## src/rtl/pipeline_control_unit_if.sv

```systemverilog
`default_nettype none
// ============================================================================
// Module  : pipeline_control_unit_if
// Brief   : Decoded-instruction handshake, flag inputs and datapath control
//           bundle for the pipeline control unit.
// Revision: 1.0
// ============================================================================
interface pipeline_control_unit_if #(
    parameter int CNT_W = 16
);
    logic             instr_valid;
    logic             instr_ready;
    logic [2:0]       src1_adr;
    logic             src1_used;
    logic [2:0]       src2_adr;
    logic             src2_used;
    logic [2:0]       dst_adr;
    logic             dst_wr;
    logic             is_load;
    logic             is_store;
    logic [7:0]       alu_op;
    logic             alu_imm_sel;
    logic [15:0]      imm;
    logic             is_branch;
    logic [2:0]       cond;
    logic             N, Z, C, V;
    logic [2:0]       reg_read_adr1;
    logic [2:0]       reg_read_adr2;
    logic [7:0]       ALU_con;
    logic             ALU_source2;
    logic [15:0]      offset;
    logic [1:0]       forward1;
    logic [1:0]       forward2;
    logic             flush_e;
    logic             redirect;
    logic             mem_write;
    logic             mem_to_reg;
    logic             reg_write;
    logic [2:0]       reg_write_adr;
    logic [CNT_W-1:0] retired_count;

    modport master (
        output instr_valid, src1_adr, src1_used, src2_adr, src2_used, dst_adr, dst_wr,
               is_load, is_store, alu_op, alu_imm_sel, imm, is_branch, cond, N, Z, C, V,
        input  instr_ready, reg_read_adr1, reg_read_adr2, ALU_con, ALU_source2, offset,
               forward1, forward2, flush_e, redirect, mem_write, mem_to_reg, reg_write,
               reg_write_adr, retired_count
    );

    modport slave (
        input  instr_valid, src1_adr, src1_used, src2_adr, src2_used, dst_adr, dst_wr,
               is_load, is_store, alu_op, alu_imm_sel, imm, is_branch, cond, N, Z, C, V,
        output instr_ready, reg_read_adr1, reg_read_adr2, ALU_con, ALU_source2, offset,
               forward1, forward2, flush_e, redirect, mem_write, mem_to_reg, reg_write,
               reg_write_adr, retired_count
    );
endinterface
`default_nettype wire

```

## src/rtl/pipeline_control_unit.sv

```systemverilog
`default_nettype none
// ============================================================================
// Module  : pipeline_control_unit
// Brief   : D/E/M/W control sequencer with forwarding, load-use stall,
//           branch flush and saturating retired-instruction counter.
// Revision: 1.0
// ============================================================================
module pipeline_control_unit #(
    parameter bit FWD_EN = 1'b1,
    parameter int CNT_W  = 16
) (
    input  wire                      clock,
    input  wire                      reset_n,
    pipeline_control_unit_if.slave   bus
);
    logic        r_e_valid, r_e_src1_used, r_e_src2_used, r_e_dst_wr;
    logic        r_e_is_load, r_e_is_store, r_e_alu_imm_sel, r_e_is_branch;
    logic [2:0]  r_e_src1, r_e_src2, r_e_dst, r_e_cond;
    logic [7:0]  r_e_alu_op;
    logic [15:0] r_e_imm;
    logic        r_m_valid, r_m_dst_wr, r_m_is_load, r_m_is_store;
    logic [2:0]  r_m_dst;
    logic        r_w_valid, r_w_dst_wr, r_w_is_load;
    logic [2:0]  r_w_dst;
    logic [CNT_W-1:0] r_retired;

    logic        w_cond_true, w_taken, w_stall, w_ready, w_accept, w_d_dst_wr;
    logic        w_hit_e1, w_hit_e2;
    logic [1:0]  w_fwd1, w_fwd2;

    always_comb begin
        w_cond_true = 1'b0;
        case (r_e_cond)
            3'd0:    w_cond_true = 1'b1;
            3'd1:    w_cond_true = bus.Z;
            3'd2:    w_cond_true = ~bus.Z;
            3'd3:    w_cond_true = bus.N;
            3'd4:    w_cond_true = ~bus.N;
            3'd5:    w_cond_true = bus.C;
            3'd6:    w_cond_true = ~bus.C;
            default: w_cond_true = bus.V;
        endcase
    end

    assign w_taken    = r_e_valid & r_e_is_branch & w_cond_true;
    assign w_d_dst_wr = bus.dst_wr & ~bus.is_branch & ~bus.is_store;
    assign w_hit_e1   = bus.src1_used & (bus.src1_adr == r_e_dst) & r_e_valid & r_e_dst_wr;
    assign w_hit_e2   = bus.src2_used & (bus.src2_adr == r_e_dst) & r_e_valid & r_e_dst_wr;

    generate
        if (FWD_EN) begin : g_fwd
            // A load in M has no result yet, so it can only be picked up once in W.
            function automatic logic [1:0] f_fwd_sel(input logic used, input logic [2:0] src);
                if (!(r_e_valid && used))                                  return 2'd0;
                if (r_m_valid && r_m_dst_wr && !r_m_is_load && r_m_dst == src) return 2'd1;
                if (r_w_valid && r_w_dst_wr && r_w_dst == src)             return 2'd2;
                return 2'd0;
            endfunction

            assign w_stall = bus.instr_valid & r_e_is_load & (w_hit_e1 | w_hit_e2);
            assign w_fwd1  = f_fwd_sel(r_e_src1_used, r_e_src1);
            assign w_fwd2  = f_fwd_sel(r_e_src2_used, r_e_src2);
        end else begin : g_nofwd
            logic w_hit_m1, w_hit_m2;
            assign w_hit_m1 = bus.src1_used & (bus.src1_adr == r_m_dst) & r_m_valid & r_m_dst_wr;
            assign w_hit_m2 = bus.src2_used & (bus.src2_adr == r_m_dst) & r_m_valid & r_m_dst_wr;
            assign w_stall  = bus.instr_valid & (w_hit_e1 | w_hit_e2 | w_hit_m1 | w_hit_m2);
            assign w_fwd1   = 2'd0;
            assign w_fwd2   = 2'd0;
        end
    endgenerate

    // A taken branch overrides any stall: the D instruction is consumed and dropped.
    assign w_ready  = w_taken | ~w_stall;
    assign w_accept = bus.instr_valid & w_ready & ~w_taken;

    always_ff @(posedge clock or negedge reset_n) begin
        if (!reset_n) begin
            r_e_valid <= 1'b0; r_e_src1_used <= 1'b0; r_e_src2_used <= 1'b0; r_e_dst_wr <= 1'b0;
            r_e_is_load <= 1'b0; r_e_is_store <= 1'b0; r_e_alu_imm_sel <= 1'b0; r_e_is_branch <= 1'b0;
            r_e_src1 <= 3'd0; r_e_src2 <= 3'd0; r_e_dst <= 3'd0; r_e_cond <= 3'd0;
            r_e_alu_op <= 8'd0; r_e_imm <= 16'd0;
            r_m_valid <= 1'b0; r_m_dst_wr <= 1'b0; r_m_is_load <= 1'b0; r_m_is_store <= 1'b0;
            r_m_dst <= 3'd0;
            r_w_valid <= 1'b0; r_w_dst_wr <= 1'b0; r_w_is_load <= 1'b0; r_w_dst <= 3'd0;
            r_retired <= '0;
        end else begin
            r_e_valid       <= w_accept;
            r_e_src1_used   <= bus.src1_used;
            r_e_src2_used   <= bus.src2_used;
            r_e_dst_wr      <= w_d_dst_wr;
            r_e_is_load     <= bus.is_load;
            r_e_is_store    <= bus.is_store;
            r_e_alu_imm_sel <= bus.alu_imm_sel;
            r_e_is_branch   <= bus.is_branch;
            r_e_src1        <= bus.src1_adr;
            r_e_src2        <= bus.src2_adr;
            r_e_dst         <= bus.dst_adr;
            r_e_cond        <= bus.cond;
            r_e_alu_op      <= bus.alu_op;
            r_e_imm         <= bus.imm;

            r_m_valid    <= r_e_valid;
            r_m_dst_wr   <= r_e_dst_wr;
            r_m_is_load  <= r_e_is_load;
            r_m_is_store <= r_e_is_store;
            r_m_dst      <= r_e_dst;

            r_w_valid   <= r_m_valid;
            r_w_dst_wr  <= r_m_dst_wr;
            r_w_is_load <= r_m_is_load;
            r_w_dst     <= r_m_dst;

            if (r_w_valid && (r_retired != {CNT_W{1'b1}}))
                r_retired <= r_retired + 1'b1;
        end
    end

    assign bus.instr_ready   = w_ready;
    assign bus.reg_read_adr1 = bus.src1_adr;
    assign bus.reg_read_adr2 = bus.src2_adr;
    assign bus.ALU_con       = r_e_valid ? r_e_alu_op : 8'd0;
    assign bus.ALU_source2   = r_e_valid & r_e_alu_imm_sel;
    assign bus.offset        = r_e_valid ? r_e_imm : 16'd0;
    assign bus.forward1      = w_fwd1;
    assign bus.forward2      = w_fwd2;
    assign bus.flush_e       = w_taken;
    assign bus.redirect      = w_taken;
    assign bus.mem_write     = r_m_valid & r_m_is_store;
    assign bus.mem_to_reg    = r_w_valid & r_w_is_load;
    assign bus.reg_write     = r_w_valid & r_w_dst_wr;
    assign bus.reg_write_adr = r_w_valid ? r_w_dst : 3'd0;
    assign bus.retired_count = r_retired;
endmodule
`default_nettype wire

```

## src/flat_wrapper.sv

```systemverilog
// flat-port wrapper written by rule: the top's interface ports become plain ports
module pipeline_control_unit_flat 
#(
    parameter bit FWD_EN = 1'b1,
    parameter int CNT_W  = 16
)
  (clock, reset_n, bus_instr_valid, bus_src1_adr, bus_src1_used, bus_src2_adr, bus_src2_used, bus_dst_adr, bus_dst_wr, bus_is_load, bus_is_store, bus_alu_op, bus_alu_imm_sel, bus_imm, bus_is_branch, bus_cond, bus_N, bus_Z, bus_C, bus_V, bus_instr_ready, bus_reg_read_adr1, bus_reg_read_adr2, bus_ALU_con, bus_ALU_source2, bus_offset, bus_forward1, bus_forward2, bus_flush_e, bus_redirect, bus_mem_write, bus_mem_to_reg, bus_reg_write, bus_reg_write_adr, bus_retired_count);
  pipeline_control_unit_if #(.CNT_W(CNT_W)) bus_i ();
  input  wire clock;
  input  wire reset_n;
  input wire logic [$bits(bus_i.instr_valid)-1:0] bus_instr_valid;
  input wire logic [$bits(bus_i.src1_adr)-1:0] bus_src1_adr;
  input wire logic [$bits(bus_i.src1_used)-1:0] bus_src1_used;
  input wire logic [$bits(bus_i.src2_adr)-1:0] bus_src2_adr;
  input wire logic [$bits(bus_i.src2_used)-1:0] bus_src2_used;
  input wire logic [$bits(bus_i.dst_adr)-1:0] bus_dst_adr;
  input wire logic [$bits(bus_i.dst_wr)-1:0] bus_dst_wr;
  input wire logic [$bits(bus_i.is_load)-1:0] bus_is_load;
  input wire logic [$bits(bus_i.is_store)-1:0] bus_is_store;
  input wire logic [$bits(bus_i.alu_op)-1:0] bus_alu_op;
  input wire logic [$bits(bus_i.alu_imm_sel)-1:0] bus_alu_imm_sel;
  input wire logic [$bits(bus_i.imm)-1:0] bus_imm;
  input wire logic [$bits(bus_i.is_branch)-1:0] bus_is_branch;
  input wire logic [$bits(bus_i.cond)-1:0] bus_cond;
  input wire logic [$bits(bus_i.N)-1:0] bus_N;
  input wire logic [$bits(bus_i.Z)-1:0] bus_Z;
  input wire logic [$bits(bus_i.C)-1:0] bus_C;
  input wire logic [$bits(bus_i.V)-1:0] bus_V;
  output wire logic [$bits(bus_i.instr_ready)-1:0] bus_instr_ready;
  output wire logic [$bits(bus_i.reg_read_adr1)-1:0] bus_reg_read_adr1;
  output wire logic [$bits(bus_i.reg_read_adr2)-1:0] bus_reg_read_adr2;
  output wire logic [$bits(bus_i.ALU_con)-1:0] bus_ALU_con;
  output wire logic [$bits(bus_i.ALU_source2)-1:0] bus_ALU_source2;
  output wire logic [$bits(bus_i.offset)-1:0] bus_offset;
  output wire logic [$bits(bus_i.forward1)-1:0] bus_forward1;
  output wire logic [$bits(bus_i.forward2)-1:0] bus_forward2;
  output wire logic [$bits(bus_i.flush_e)-1:0] bus_flush_e;
  output wire logic [$bits(bus_i.redirect)-1:0] bus_redirect;
  output wire logic [$bits(bus_i.mem_write)-1:0] bus_mem_write;
  output wire logic [$bits(bus_i.mem_to_reg)-1:0] bus_mem_to_reg;
  output wire logic [$bits(bus_i.reg_write)-1:0] bus_reg_write;
  output wire logic [$bits(bus_i.reg_write_adr)-1:0] bus_reg_write_adr;
  output wire logic [$bits(bus_i.retired_count)-1:0] bus_retired_count;
  assign bus_i.instr_valid = bus_instr_valid;
  assign bus_i.src1_adr = bus_src1_adr;
  assign bus_i.src1_used = bus_src1_used;
  assign bus_i.src2_adr = bus_src2_adr;
  assign bus_i.src2_used = bus_src2_used;
  assign bus_i.dst_adr = bus_dst_adr;
  assign bus_i.dst_wr = bus_dst_wr;
  assign bus_i.is_load = bus_is_load;
  assign bus_i.is_store = bus_is_store;
  assign bus_i.alu_op = bus_alu_op;
  assign bus_i.alu_imm_sel = bus_alu_imm_sel;
  assign bus_i.imm = bus_imm;
  assign bus_i.is_branch = bus_is_branch;
  assign bus_i.cond = bus_cond;
  assign bus_i.N = bus_N;
  assign bus_i.Z = bus_Z;
  assign bus_i.C = bus_C;
  assign bus_i.V = bus_V;
  assign bus_instr_ready = bus_i.instr_ready;
  assign bus_reg_read_adr1 = bus_i.reg_read_adr1;
  assign bus_reg_read_adr2 = bus_i.reg_read_adr2;
  assign bus_ALU_con = bus_i.ALU_con;
  assign bus_ALU_source2 = bus_i.ALU_source2;
  assign bus_offset = bus_i.offset;
  assign bus_forward1 = bus_i.forward1;
  assign bus_forward2 = bus_i.forward2;
  assign bus_flush_e = bus_i.flush_e;
  assign bus_redirect = bus_i.redirect;
  assign bus_mem_write = bus_i.mem_write;
  assign bus_mem_to_reg = bus_i.mem_to_reg;
  assign bus_reg_write = bus_i.reg_write;
  assign bus_reg_write_adr = bus_i.reg_write_adr;
  assign bus_retired_count = bus_i.retired_count;
  pipeline_control_unit #(.FWD_EN(FWD_EN), .CNT_W(CNT_W)) u_core (.clock(clock), .reset_n(reset_n), .bus(bus_i));
endmodule
```

## config.mk

```make
export PLATFORM = sky130hd
export DESIGN_NAME = pipeline_control_unit_flat
export DESIGN_NICKNAME = d
export VERILOG_FILES = /design/src/rtl/pipeline_control_unit_if.sv /design/src/rtl/pipeline_control_unit.sv /design/src/flat_wrapper.sv
export SDC_FILE = /design/constraint.sdc
export NUM_CORES = 1
export LEC_CHECK = 0
export CORE_MARGIN = 1
export CORE_UTILIZATION = 47
export CTS_CLUSTER_SIZE = 24
export DETAILED_ROUTE_END_ITERATION = 8
export GPL_ROUTABILITY_DRIVEN = 0
export PLACE_DENSITY = 0.85
export SLEW_MARGIN = 15
export SYNTH_ARGS = -nofsm -noshare
export SYNTH_HDL_FRONTEND = slang
export SYNTH_SLANG_ARGS = --single-unit
```

## constraint.sdc

```tcl
create_clock -name clock -period 3.4 [get_ports clock]
set_input_delay 0.68 -clock clock [delete_from_list [all_inputs] [get_ports clock]]
set_output_delay 0.68 -clock clock [all_outputs]
set_load 0.1 [all_outputs]
```

==> flow_summary.rst, run 1 <==
.. list-table::
   :header-rows: 1

   * - Metric
     - Value
   * - Result of the run
     - complete, no violations
   * - Worst-case vdd ir drop
     - 461 uV
   * - Number of violations reported at the end of detailed-routing iteration 0
     - 97
   * - Post-CTS setup-driven buffer insertion count
     - 0
   * - Chip height
     - 79.5 um
   * - Endpoint arrival time on the critical path
     - 2.21 ns
   * - Highest metal layer with signal wires
     - met4
   * - Post-synth cell types
     - 33
   * - Largest net degree at the start of global routing
     - 74
   * - Longest Clk Path Bufs
     - 2
   * - Post-synthesis sequential area ratio
     - 64.7%
   * - TritonCTS clock tree
     - yes
   * - Final Hold Vio Count
     - 0
   * - Standard-cell rows
     - 27
   * - Period utilisation layout
     - 85.1%
   * - Seq cells post-synth
     - 73
   * - Cells after synthesis
     - 211
   * - WP data required
     - 2.72 ns
   * - Pwr dens
     - 592 nW/um^2
   * - Depth of the CTS H-tree
     - 3
   * - Final antenna-violating net count
     - 0
   * - Critical-path cell list
     - clkdlybuf4s50_1, mux2i_1, mux2_2, o211a_1, nand2b_1, buf_12
   * - Filler-free cell count of the finished design
     - 398
   * - Total buffers and inverters traversed by the critical path
     - 2
   * - Top achievable clock speed
     - 345 MHz
   * - Total Negative Setup Slacks
     - 0 ns
   * - Type of the worst min-delay path
     - flip-flop to flip-flop
   * - Placed wire-length estimate after detailed placement
     - 4040 um
   * - Most frequently used flop master after synthesis
     - dfrtp_1
   * - Mean post-synth cell area
     - 13.4 um^2
   * - DP Cell Count
     - 384
   * - Wl on met1
     - 2200 um
   * - Synth Warn #
     - 0
   * - Routed wire length
     - 5430 um
   * - Power after layout
     - 2.38 mW
   * - Global router's overall resource usage
     - 19.2%
   * - Total length of routed met2 wires
     - 2730 um
   * - Number of max-capacitance violations reported
     - 0
   * - Number of flops mapped to enable cells by yosys
     - 0
   * - Netlist Area Pre-Place
     - 2820 um^2
   * - Core Area
     - 5640 um^2
   * - Cells on Worst Hold Path
     - 0
   * - Setup violations, final
     - 0
   * - Clock net sink count
     - 73
   * - PostCTS Resize Cnt
     - 0
   * - Post-layout minimum cycle time
     - 2.89 ns
   * - Total Nets Final
     - 374
   * - Maximum single-stage delay on the critical path
     - 0.48 ns
   * - Syn nets
     - 262
   * - Antenna diode count
     - 0
   * - Overall die area
     - 6320 um^2
   * - Clock Pin Slew Worst Setup and Hold Paths
     - 0.07 ns
   * - Count of fill cells added during filler insertion
     - 406
   * - Startpoint Class
     - primary input
   * - Root Driver
     - clkbuf_8
   * - Finished Core Util
     - 71.2%
   * - Overall via count from detail_route
     - 1980
   * - Die span in x
     - 79.5 um
   * - Detailed route wirelength on metal3
     - 353 um
   * - Total number of cells along the worst setup path
     - 6
   * - Slowest cell on the critical path
     - clkdlybuf4s50_1
   * - CTS Buf Count
     - 9
   * - Remaining Overflow, GRT
     - 0
   * - Number of detailed-route iterations in the first pass
     - 4
   * - Relative max-transition margin
     - 42.6%
   * - Worst setup EP type
     - primary output
   * - First-pass GRT wire length
     - 8860 um
   * - Max Slew Vio Count
     - 0
   * - Via density per instance
     - 4.97
   * - Proportion of synthesized flip-flops having asynchronous set or reset
     - 100%
   * - Number of antenna violations at the first check in global routing
     - 0
   * - Leakage component of the power
     - 1.88 nW
   * - Area delta synth->final
     - 42.3%
   * - Insertion delay to the later sink of the worst-skew pair
     - 0.34 ns
   * - Kind of critical path
     - primary input to primary output
   * - # IOs
     - 110
   * - Via count of the first global-routing pass
     - 1961
   * - Transition time at the pin with the least slew margin
     - 0.861 ns
   * - Layout cell share with drive strength beyond 1
     - 25.8%
   * - Post-detailed-route DRC marker count
     - 0
   * - Number of buffers added on ports
     - 109
   * - Initial core utilization
     - 50.1%
   * - Largest driver fanout on the critical path
     - 4
   * - Routed WL per cell
     - 13.6 um
   * - Depth of the most critical reg-to-reg path
     - 4
   * - Unrepaired setup endpoints after global routing
     - no
   * - Kind of cell adding the most delay to the critical path
     - buffers and inverters
   * - Worst clock skew on the final layout
     - 0.00798 ns
   * - Hold buffer count at CTS
     - 0
-- stage by stage --
step                instance area, um^2  hold WS, ns  setup WS, ns
finish                             4020        0.359         0.505
global route                       4020        0.373         0.450
CTS                                4020        0.364         0.492
detailed placement                 3870        0.346         0.516
global placement                   3870        0.335         0.531
floorplan                          2850        0.331         0.162
-- report_power, final --
group          switching (mW)  total [mW]  internal [mW]
registers              0.0852        1.03          0.942
logic                   0.609       0.818          0.210
clock network           0.283       0.535          0.252
total                   0.977        2.38           1.40
-- synthesized netlist by cell type (2+ instances only) --
library cell	instances	area, um^2
xor2_1	17	149
clkbuf_1	3	11.3
nor3b_1	2	15.0
nand2b_1	2	12.5
mux2i_1	3	30.0
dfrtp_1	73	1830
nor2_1	7	26.3
buf_4	7	52.6
nand3b_1	2	15.0
and3_1	3	18.8
a21oi_1	3	15.0
o21a_1	2	15.0
and2_1	31	194
o2111ai_1	2	17.5
and4_1	4	35.0
o211ai_1	2	15.0
nand2_1	5	18.8
nand3_1	5	25.0
nor3_1	2	10.0
nor4_1	4	25.0
a31oi_1	3	18.8
xnor2_1	12	105
nand4_1	7	43.8
-- layout by cell type, fill, tap and decap left out, drive strengths merged, types with 3 or more instances in the layout --
master / Yosys / layout
a21oi: 3 / 3
a31oi: 3 / 3
and2: 31 / 31
and3: 4 / 4
and4: 4 / 4
buf: 7 / 63
clkbuf: 3 / 10
clkdlybuf4s50: 0 / 48
clkinv: 0 / 3
dfrtp: 73 / 73
mux2i: 3 / 3
nand2: 5 / 5
nand3: 5 / 5
nand4: 9 / 9
nor2: 7 / 7
nor4: 4 / 4
xnor2: 12 / 12
xor2: 17 / 17
-- cells by family (layout without fill, tap and decap cells) --
kind of cell / Yosys count / in the layout / share of synthesized area [%]
XOR/XNOR: 29 / 29 / 8.99
buffers and inverters: 11 / 126 / 2.39
AND/OR/NAND/NOR: 77 / 77 / 17.0
flip-flops: 73 / 73 / 64.7
multiplexers: 5 / 5 / 1.99
AO/OA/AOI/OAI: 15 / 15 / 4.47
adder cells (fa/ha/maj): 1 / 1 / 0.443
-- worst paths after layout --
| kind | slack [ns] | to | from |
|---|---|---|---|
| worst max-delay path | 0.51 | bus_instr_ready | bus_C |
| worst min-delay path | 0.36 | u_core.r_m_is_store$_DFF_PN0_ | u_core.r_e_is_store$_DFF_PN0_ |
| worst max register to register | 1.56 | u_core.bus.retired_count[1]$_DFFE_PN0P_ | u_core.bus.retired_count[0]$_DFFE_PN0P_ |
| worst min register to register | 0.36 | u_core.r_m_is_store$_DFF_PN0_ | u_core.r_e_is_store$_DFF_PN0_ |
| max in group asynchronous | 2.30 | u_core.bus.retired_count[12]$_DFFE_PN0P_ | reset_n |
| min in group asynchronous | 0.53 | u_core.bus.retired_count[5]$_DFFE_PN0P_ | reset_n |
-- registers in the layout, summed over array words and instances (netlist names), 3 cells and up --
signal / flops
u_core.bus.retired_count: 16
u_core.r_e_imm: 16
u_core.r_e_alu_op: 8
u_core.r_e_cond: 3
u_core.r_e_dst: 3
u_core.r_e_src1: 3
u_core.r_e_src2: 3
u_core.r_m_dst: 3
u_core.r_w_dst: 3
-- final cells by class --
cell class,instances,area (um^2),share of cell area (%)
clock buffer,10,128,3.18
clock inverter,4,22.5,0.560
inverter,1,3.75,0.0934
multi-input combinational,127,960,23.9
sequential,73,1830,45.5
tap,72,90.1,2.24
timing repair buffer,111,988,24.6
-- layer usage --
metal	global-route usage (%)	vias to the layer above
li1	-	951
met1	22.2	926
met2	32.1	89
met3	4.91	14
met4	10.9	0
met5	0	-
(Power assumes the default switching activity.)
==> run 2: changes to the inputs <==
--- a/config.mk
+++ b/config.mk
@@ -5,12 +5,12 @@
 export SDC_FILE = /design/constraint.sdc
 export NUM_CORES = 1
 export LEC_CHECK = 0
-export CORE_MARGIN = 1
-export CORE_UTILIZATION = 47
+export CORE_MARGIN = 4
+export CORE_UTILIZATION = 35
 export CTS_CLUSTER_SIZE = 24
 export DETAILED_ROUTE_END_ITERATION = 8
 export GPL_ROUTABILITY_DRIVEN = 0
-export PLACE_DENSITY = 0.85
+export PLACE_DENSITY = 0.66
 export SLEW_MARGIN = 15
 export SYNTH_ARGS = -nofsm -noshare
 export SYNTH_HDL_FRONTEND = slang
==> flow_summary.rst, run 2 (same netlist as run 1, synthesis figures left out) <==
.. list-table::
   :header-rows: 1

   * - Metric
     - Value
   * - Result of the run
     - complete, no violations (unchanged)
   * - Largest driver fanout on the critical path
     - 4 (unchanged)
   * - Layout cell share with drive strength beyond 1
     - 25.7% (was 25.8%)
   * - Unrepaired setup endpoints after global routing
     - no (unchanged)
   * - Final Cell Area
     - 4160 um^2 (was 4020 um^2)
   * - Depth of the CTS H-tree
     - 3 (unchanged)
   * - Insertion delay to the later sink of the worst-skew pair
     - 0.34 ns (about the same)
   * - Total Nets Final
     - 373 (was 374)
   * - Worst clock skew on the final layout
     - 0.00787 ns (was 0.00798 ns)
   * - Largest net degree at the start of global routing
     - 74 (unchanged)
   * - Maximum single-stage delay on the critical path
     - 0.49 ns (was 0.48 ns)
   * - Detailed route wirelength on metal3
     - 423 um (was 353 um)
   * - Kind of critical path
     - primary input to primary output (unchanged)
   * - Most frequent cells in the layout
     - 73 x dfrtp_1, 59 x buf_4, 48 x clkdlybuf4s50_1, 31 x and2_1, 17 x xor2_1 (unchanged)
   * - Global router's overall resource usage
     - 13.3% (was 19.2%)
   * - Setup violations, final
     - 0 (unchanged)
   * - Root Driver
     - clkbuf_8 (unchanged)
   * - Total buffers and inverters traversed by the critical path
     - 2 (unchanged)
   * - Antenna diode count
     - 0 (unchanged)
   * - Area delta synth->final
     - 47.3% (was 42.3%)
   * - Chip height
     - 97.8 um (was 79.5 um)
   * - Startpoint Class
     - primary input (unchanged)
   * - Final Hold Vio Count
     - 0 (unchanged)
   * - Most common cell after layout, fill and taps aside
     - dfrtp_1 (unchanged)
   * - Slowest cell on the critical path
     - clkdlybuf4s50_1 (unchanged)
   * - Post-CTS setup-driven buffer insertion count
     - 0 (unchanged)
   * - Highest metal layer with signal wires
     - met4 (unchanged)
   * - PostCTS Resize Cnt
     - 0 (unchanged)
   * - Standard-cell rows
     - 32 (was 27)
   * - CTS Buf Count
     - 9 (unchanged)
   * - Kind of cell adding the most delay to the critical path
     - buffers and inverters (unchanged)
   * - Remaining Overflow, GRT
     - 0 (unchanged)
   * - Longest Clk Path Bufs
     - 2 (unchanged)
   * - Core Area
     - 7770 um^2 (was 5640 um^2)
   * - Leakage component of the power
     - 1.92 nW (was 1.88 nW)
   * - Wl on met1
     - 2590 um (was 2200 um)
   * - Max Slew Vio Count
     - 0 (unchanged)
   * - Startpoint of the worst-slack reg-to-reg timing path
     - u_core.bus.retired_count[0]$_DFFE_PN0P_ (unchanged)
   * - Worst-case vdd ir drop
     - 251 uV (was 461 uV)
   * - Relative max-transition margin
     - 40.3% (was 42.6%)
   * - Via count of the first global-routing pass
     - 2030 (was 1961)
   * - Total length of routed met2 wires
     - 2900 um (was 2730 um)
   * - Crit path launch
     - bus_C (unchanged)
   * - Via density per instance
     - 4.55 (was 4.97)
   * - Critical-path cell list
     - clkdlybuf4s50_1, mux2i_1, mux2_2, o211a_1, nand2b_1, buf_12 (unchanged)
   * - Finished Core Util
     - 53.6% (was 71.2%)
   * - Number of max-capacitance violations reported
     - 0 (unchanged)
   * - # IOs
     - 110 (unchanged)
   * - Worst flop-to-flop path endpoint
     - u_core.bus.retired_count[1]$_DFFE_PN0P_ (unchanged)
   * - Transition time at the pin with the least slew margin
     - 0.895 ns (was 0.861 ns)
   * - Pwr dens
     - 655 nW/um^2 (was 592 nW/um^2)
   * - WP data required
     - 2.72 ns (about the same)
   * - Clock Pin Slew Worst Setup and Hold Paths
     - 0.07 ns (about the same)
   * - Worst setup path endpoint
     - bus_instr_ready (unchanged)
   * - TritonCTS clock tree
     - yes (unchanged)
   * - Routed WL per cell
     - 14.1 um (was 13.6 um)
   * - Final antenna-violating net count
     - 0 (unchanged)
   * - Setup slack on the worst flop-to-flop path
     - 1.53 ns (was 1.56 ns)
   * - Hold buffer count at CTS
     - 0 (unchanged)
   * - Worst setup EP type
     - primary output (unchanged)
   * - Number of buffers added on ports
     - 109 (unchanged)
   * - Total Negative Setup Slacks
     - 0 ns (unchanged)
   * - Post-detailed-route DRC marker count
     - 0 (unchanged)
   * - Number of detailed-route iterations in the first pass
     - 4 (unchanged)
   * - Clock net sink count
     - 73 (unchanged)
   * - Placed wire-length estimate after detailed placement
     - 4490 um (was 4040 um)
   * - Hold slack
     - 0.349 ns (was 0.359 ns)
   * - Depth of the most critical reg-to-reg path
     - 4 (unchanged)
   * - Placement-stage cell area
     - 3900 um^2 (was 3870 um^2)
   * - Routed wire length
     - 6040 um (was 5430 um)
   * - DP Cell Count
     - 413 (was 384)
   * - Filler-free cell count of the finished design
     - 429 (was 398)
   * - Overall die area
     - 9570 um^2 (was 6320 um^2)
   * - Die span in x
     - 97.8 um (was 79.5 um)
   * - Number of antenna violations at the first check in global routing
     - 0 (unchanged)
   * - Top achievable clock speed
     - 345 MHz (about the same)
   * - Type of the worst min-delay path
     - flip-flop to flip-flop (unchanged)
   * - Overall via count from detail_route
     - 1954 (was 1980)
   * - Period utilisation layout
     - 85.4% (was 85.1%)
   * - Post-layout minimum cycle time
     - 2.90 ns (was 2.89 ns)
   * - Endpoint arrival time on the critical path
     - 2.22 ns (was 2.21 ns)
   * - Initial core utilization
     - 36.4% (was 50.1%)
   * - First-pass GRT wire length
     - 10100 um (was 8860 um)
   * - Total number of cells along the worst setup path
     - 6 (unchanged)
   * - Number of violations reported at the end of detailed-routing iteration 0
     - 37 (was 97)
[run 2: final cells by class]
| cell class | count | area (um^2) |
|---|---|---|
| Fill cell | 679 | 3610 |
| Sequential cell | 73 | 1830 |
| Timing Repair Buffer | 110 | 983 |
| Multi-Input combinational cell | 127 | 960 |
| Clock buffer | 11 | 131 |
| Clock inverter | 5 | 128 |
| Tap cell | 102 | 128 |
| Inverter | 1 | 3.75 |
[run 2: worst min-delay path by stage]
stage | start | endpoint | depth (start not counted)
floorplan | u_core.r_e_is_store$_DFF_PN0_ | u_core.r_m_is_store$_DFF_PN0_ | 0
global placement | u_core.r_e_is_store$_DFF_PN0_ | u_core.r_m_is_store$_DFF_PN0_ | 0
detailed placement | u_core.r_e_is_store$_DFF_PN0_ | u_core.r_m_is_store$_DFF_PN0_ | 0
CTS | u_core.r_e_is_store$_DFF_PN0_ | u_core.r_m_is_store$_DFF_PN0_ | 0
global route | u_core.r_e_is_store$_DFF_PN0_ | u_core.r_m_is_store$_DFF_PN0_ | 0
finish | u_core.r_e_is_store$_DFF_PN0_ | u_core.r_m_is_store$_DFF_PN0_ | 0
[run 2: layer usage]
layer / up-vias / global-route usage [%]
met5: - / 0
met1: 931 / 16.7
met2: 77 / 20.9
met4: 0 / 6.07
met3: 11 / 4.43
li1: 935 / -
[run 2: where the power goes]
part	leakage (nW)	internal [mW]	switching, mW
Combinational	0.913	0.209	0.612
Clock	0.124	0.563	0.311
Sequential	0.882	0.942	0.0875
[run 2: metrics by stage]
step,power [mW],setup slack (ns)
2_1_floorplan,1.64,0.162
3_3_place_gp,1.86,0.518
3_5_place_dp,1.87,0.512
4_1_cts,2.75,0.486
5_1_grt,2.83,0.405
6_report,2.72,0.498
[run 2: worst register-to-register path, delay by kind of cell, from the launching register on]
| family | cells | cell delay, ns |
|---|---|---|
| AOI/OAI and AO/OA | 1 | 0.49 |
| adders and majority gates | 1 | 0.28 |
| DFF | 1 | 0.43 |
| muxes | 1 | 0.34 |
| and+or+nand+nor | 1 | 0.23 |
==> run 3: changes to the inputs <==
--- a/config.mk
+++ b/config.mk
@@ -10,7 +10,8 @@
 export CTS_CLUSTER_SIZE = 24
 export DETAILED_ROUTE_END_ITERATION = 8
 export GPL_ROUTABILITY_DRIVEN = 0
-export PLACE_DENSITY = 0.66
+export PLACE_DENSITY = 0.69
+export SETUP_SLACK_MARGIN = 0.2
 export SLEW_MARGIN = 15
 export SYNTH_ARGS = -nofsm -noshare
 export SYNTH_HDL_FRONTEND = slang
==> constraint.sdc (replaced) <==
create_clock -name clock -period 2.5 [get_ports clock]
set_input_delay 0.5 -clock clock [delete_from_list [all_inputs] [get_ports clock]]
set_output_delay 0.5 -clock clock [all_outputs]
set_load 0.1 [all_outputs]
==> flow_summary.rst, run 3 (same netlist as run 1, synthesis figures left out) <==
.. list-table::
   :header-rows: 1

   * - Metric
     - Value
   * - Post-layout minimum cycle time
     - 2.24 ns
   * - Core Area
     - 7770 um^2 (unchanged)
   * - Number of buffers added on ports
     - 109 (unchanged)
   * - Setup violations, final
     - 0 (unchanged)
   * - Standard-cell rows
     - 32 (unchanged)
   * - Chip height
     - 97.8 um (unchanged)
   * - Post-detailed-route DRC marker count
     - 0 (unchanged)
   * - Insertion delay to the later sink of the worst-skew pair
     - 0.33 ns (was 0.34 ns)
   * - Kind of critical path
     - primary input to primary output (unchanged)
   * - Total buffers and inverters traversed by the critical path
     - 2 (unchanged)
   * - WP data required
     - 2.00 ns (was 2.72 ns)
   * - Kind of cell adding the most delay to the critical path
     - buffers and inverters (unchanged)
   * - Routed WL per cell
     - 15.0 um (was 14.1 um)
   * - Largest driver fanout on the critical path
     - 2 (was 4)
   * - Worst clock skew on the final layout
     - 0.00790 ns (was 0.00787 ns)
   * - Top achievable clock speed
     - 447 MHz
   * - Overall die area
     - 9570 um^2 (unchanged)
   * - Most common cell after layout, fill and taps aside
     - dfrtp_1 (unchanged)
   * - Via density per instance
     - 4.60 (was 4.55)
   * - Place WS
     - 0.0997 ns (was 0.512 ns)
   * - Via count of the first global-routing pass
     - 2249 (was 2030)
   * - Number of detailed-route iterations in the first pass
     - 4 (unchanged)
   * - Hold buffer count at CTS
     - 0 (unchanged)
   * - Number of antenna violations at the first check in global routing
     - 0 (unchanged)
   * - Unrepaired setup endpoints after global routing
     - yes (was no)
   * - Leakage component of the power
     - 2.10 nW (was 1.92 nW)
   * - Type of the worst min-delay path
     - primary input to async pin (was flip-flop to flip-flop)
   * - Initial core utilization
     - 36.4% (unchanged)
   * - Global router's overall resource usage
     - 14.7% (was 13.3%)
   * - Transition time at the pin with the least slew margin
     - 0.555 ns (was 0.895 ns)
   * - First-pass GRT wire length
     - 11000 um (was 10100 um)
   * - CTS Buf Count
     - 9 (unchanged)
   * - Total area of sequential cells
     - 1830 um^2 (about the same)
   * - Setup WS post-layout
     - 0.261 ns (was 0.498 ns)
   * - Final antenna-violating net count
     - 0 (unchanged)
   * - Slowest cell on the critical path
     - clkdlybuf4s50_1 (unchanged)
   * - Antenna diode count
     - 0 (unchanged)
   * - Clock Pin Slew Worst Setup and Hold Paths
     - 0.08 ns (was 0.07 ns)
   * - Relative max-transition margin
     - 62.9% (was 40.3%)
   * - Maximum single-stage delay on the critical path
     - 0.51 ns (was 0.49 ns)
   * - Most frequent cells in the layout
     - 68 x dfrtp_1, 42 x clkdlybuf4s50_1, 39 x buf_12, 33 x buf_4, 30 x and2_1 (was 73 x dfrtp_1, 59 x buf_4, 48 x clkdlybuf4s50_1, 31 x and2_1, 17 x xor2_1)
   * - Filler-free cell count of the finished design
     - 439 (was 429)
   * - Max Slew Vio Count
     - 0 (unchanged)
   * - Crit path launch
     - bus_src2_adr[0] (was bus_C)
   * - DP Cell Count
     - 421 (was 413)
   * - Routed wire length
     - 6600 um (was 6040 um)
   * - Clock net sink count
     - 73 (unchanged)
   * - Total Nets Final
     - 384 (was 373)
   * - Layout cell share with drive strength beyond 1
     - 32.3% (was 25.7%)
   * - TritonCTS clock tree
     - yes (unchanged)
   * - Result of the run
     - complete, no violations (unchanged)
   * - Largest net degree at the start of global routing
     - 48 (was 74)
   * - Area delta synth->final
     - 66.5% (was 47.3%)
   * - Critical-path cell list
     - clkdlybuf4s50_1, xnor2_1, nand4_1, a21oi_2, nand2b_4, buf_12 (was clkdlybuf4s50_1, mux2i_1, mux2_2, o211a_1, nand2b_1, buf_12)
   * - Number of max-capacitance violations reported
     - 0 (unchanged)
   * - Hold slack
     - 0.0681 ns (was 0.349 ns)
   * - # IOs
     - 110 (unchanged)
   * - Final Hold Vio Count
     - 0 (unchanged)
   * - Count of fill cells added during filler insertion
     - 619 (was 679)
   * - Period utilisation layout
     - 89.6%
   * - Startpoint Class
     - primary input (unchanged)
   * - Overall via count from detail_route
     - 2021 (was 1954)
   * - Worst setup EP type
     - primary output (unchanged)
   * - Depth of the CTS H-tree
     - 3 (unchanged)
   * - Die span in x
     - 97.8 um (unchanged)
   * - Root Driver
     - clkbuf_8 (unchanged)
   * - Worst-case vdd ir drop
     - 404 uV (was 251 uV)
   * - Power after layout
     - 3.54 mW (was 2.72 mW)
   * - Number of violations reported at the end of detailed-routing iteration 0
     - 33 (was 37)
   * - Pwr dens
     - 752 nW/um^2 (was 655 nW/um^2)
   * - Total Negative Setup Slacks
     - 0 ns (unchanged)
   * - Longest Clk Path Bufs
     - 2 (unchanged)
   * - Footprint of the multi-input gates
     - 1020 um^2 (was 960 um^2)
   * - Startpoint of the worst-slack reg-to-reg timing path
     - u_core.bus.retired_count[0]$_DFFE_PN0P_ (unchanged)
   * - Remaining Overflow, GRT
     - 0 (unchanged)
   * - Placed wire-length estimate after detailed placement
     - 5080 um (was 4490 um)
   * - Endpoint arrival time on the critical path
     - 1.74 ns (was 2.22 ns)
run 3: cell count changes in the layout (fill, tap and decap cells not counted), moves of 2 or more:
cell             before  now
buf_12                3   39
dlymetal6s2s_1        0    2
and3_1                3    1
clkdlybuf4s50_1      48   42
nor4_1                2    0
dfrtp_1              73   68
buf_4                59   33
dlygate4sd2_1         0    4
dfrtp_2               0    5
and3_4                0    2
bufinv_16             4    1
run 3: what timing repair did:
| item | CTS | global route |
|---|---|---|
| resized for setup | 9 | 7 |
| buffers inserted | 1 | 2 |
| setup endpoints to repair | 6 | 4 |
| cloned | 0 | 0 |
| pin swaps | 2 | 6 |
run 3: area by class of cell:
type	count	area share, %
Multi-Input combinational cell	127	21.8
Inverter	1	0.0798
Sequential cell	73	39.0
Timing Repair Buffer	121	32.3
Clock buffer	11	3.01
Tap cell	102	2.71
Clock inverter	4	1.14
run 3: through the flow:
stage                     util [%]  area (um^2)
after floorplan                  -         2870
after global placement        57.0         4430
after detailed placement      57.0         4430
after CTS                     59.9         4650
after global routing          60.6         4700
final                         60.6         4700
run 3: report_power, final:
group	total, mW	internal [mW]	switching, mW
Combinational	1.23	0.375	0.855
Clock	0.901	0.485	0.416
Sequential	1.40	1.28	0.120
Total	3.54	2.14	1.39
run 3: final timing paths:
kind | cells past startpoint | slack [ns] | to
hold / removal | 1 | 0.07 | u_core.r_e_dst[1]$_DFF_PN0_
max in group asynchronous | 2 | 1.85 | u_core.r_w_valid$_DFF_PN0_
setup / recovery | 6 | 0.26 | bus_instr_ready
setup reg to reg | 4 | 0.64 | u_core.bus.retired_count[1]$_DFFE_PN0P_
min in group clock | 0 | 0.36 | u_core.r_m_is_store$_DFF_PN0_
hold reg to reg | 0 | 0.36 | u_core.r_m_is_store$_DFF_PN0_
run 3: layer usage:
metal | track usage [%] | vias up | wire, um
li1 | - | 969 | -
met2 | 26.4 | 77 | 3640
met4 | 3.30 | 0 | 73
met3 | 8.07 | 9 | 592
met5 | 0 | - | 0
met1 | 15.0 | 966 | 2300
run 3: worst reg2reg max path: stages (launching register included):
cell     delay (ns)
dfrtp_2        0.41
ha_1           0.25
nand3_1        0.23
o41ai_4        0.52
mux2_4         0.34
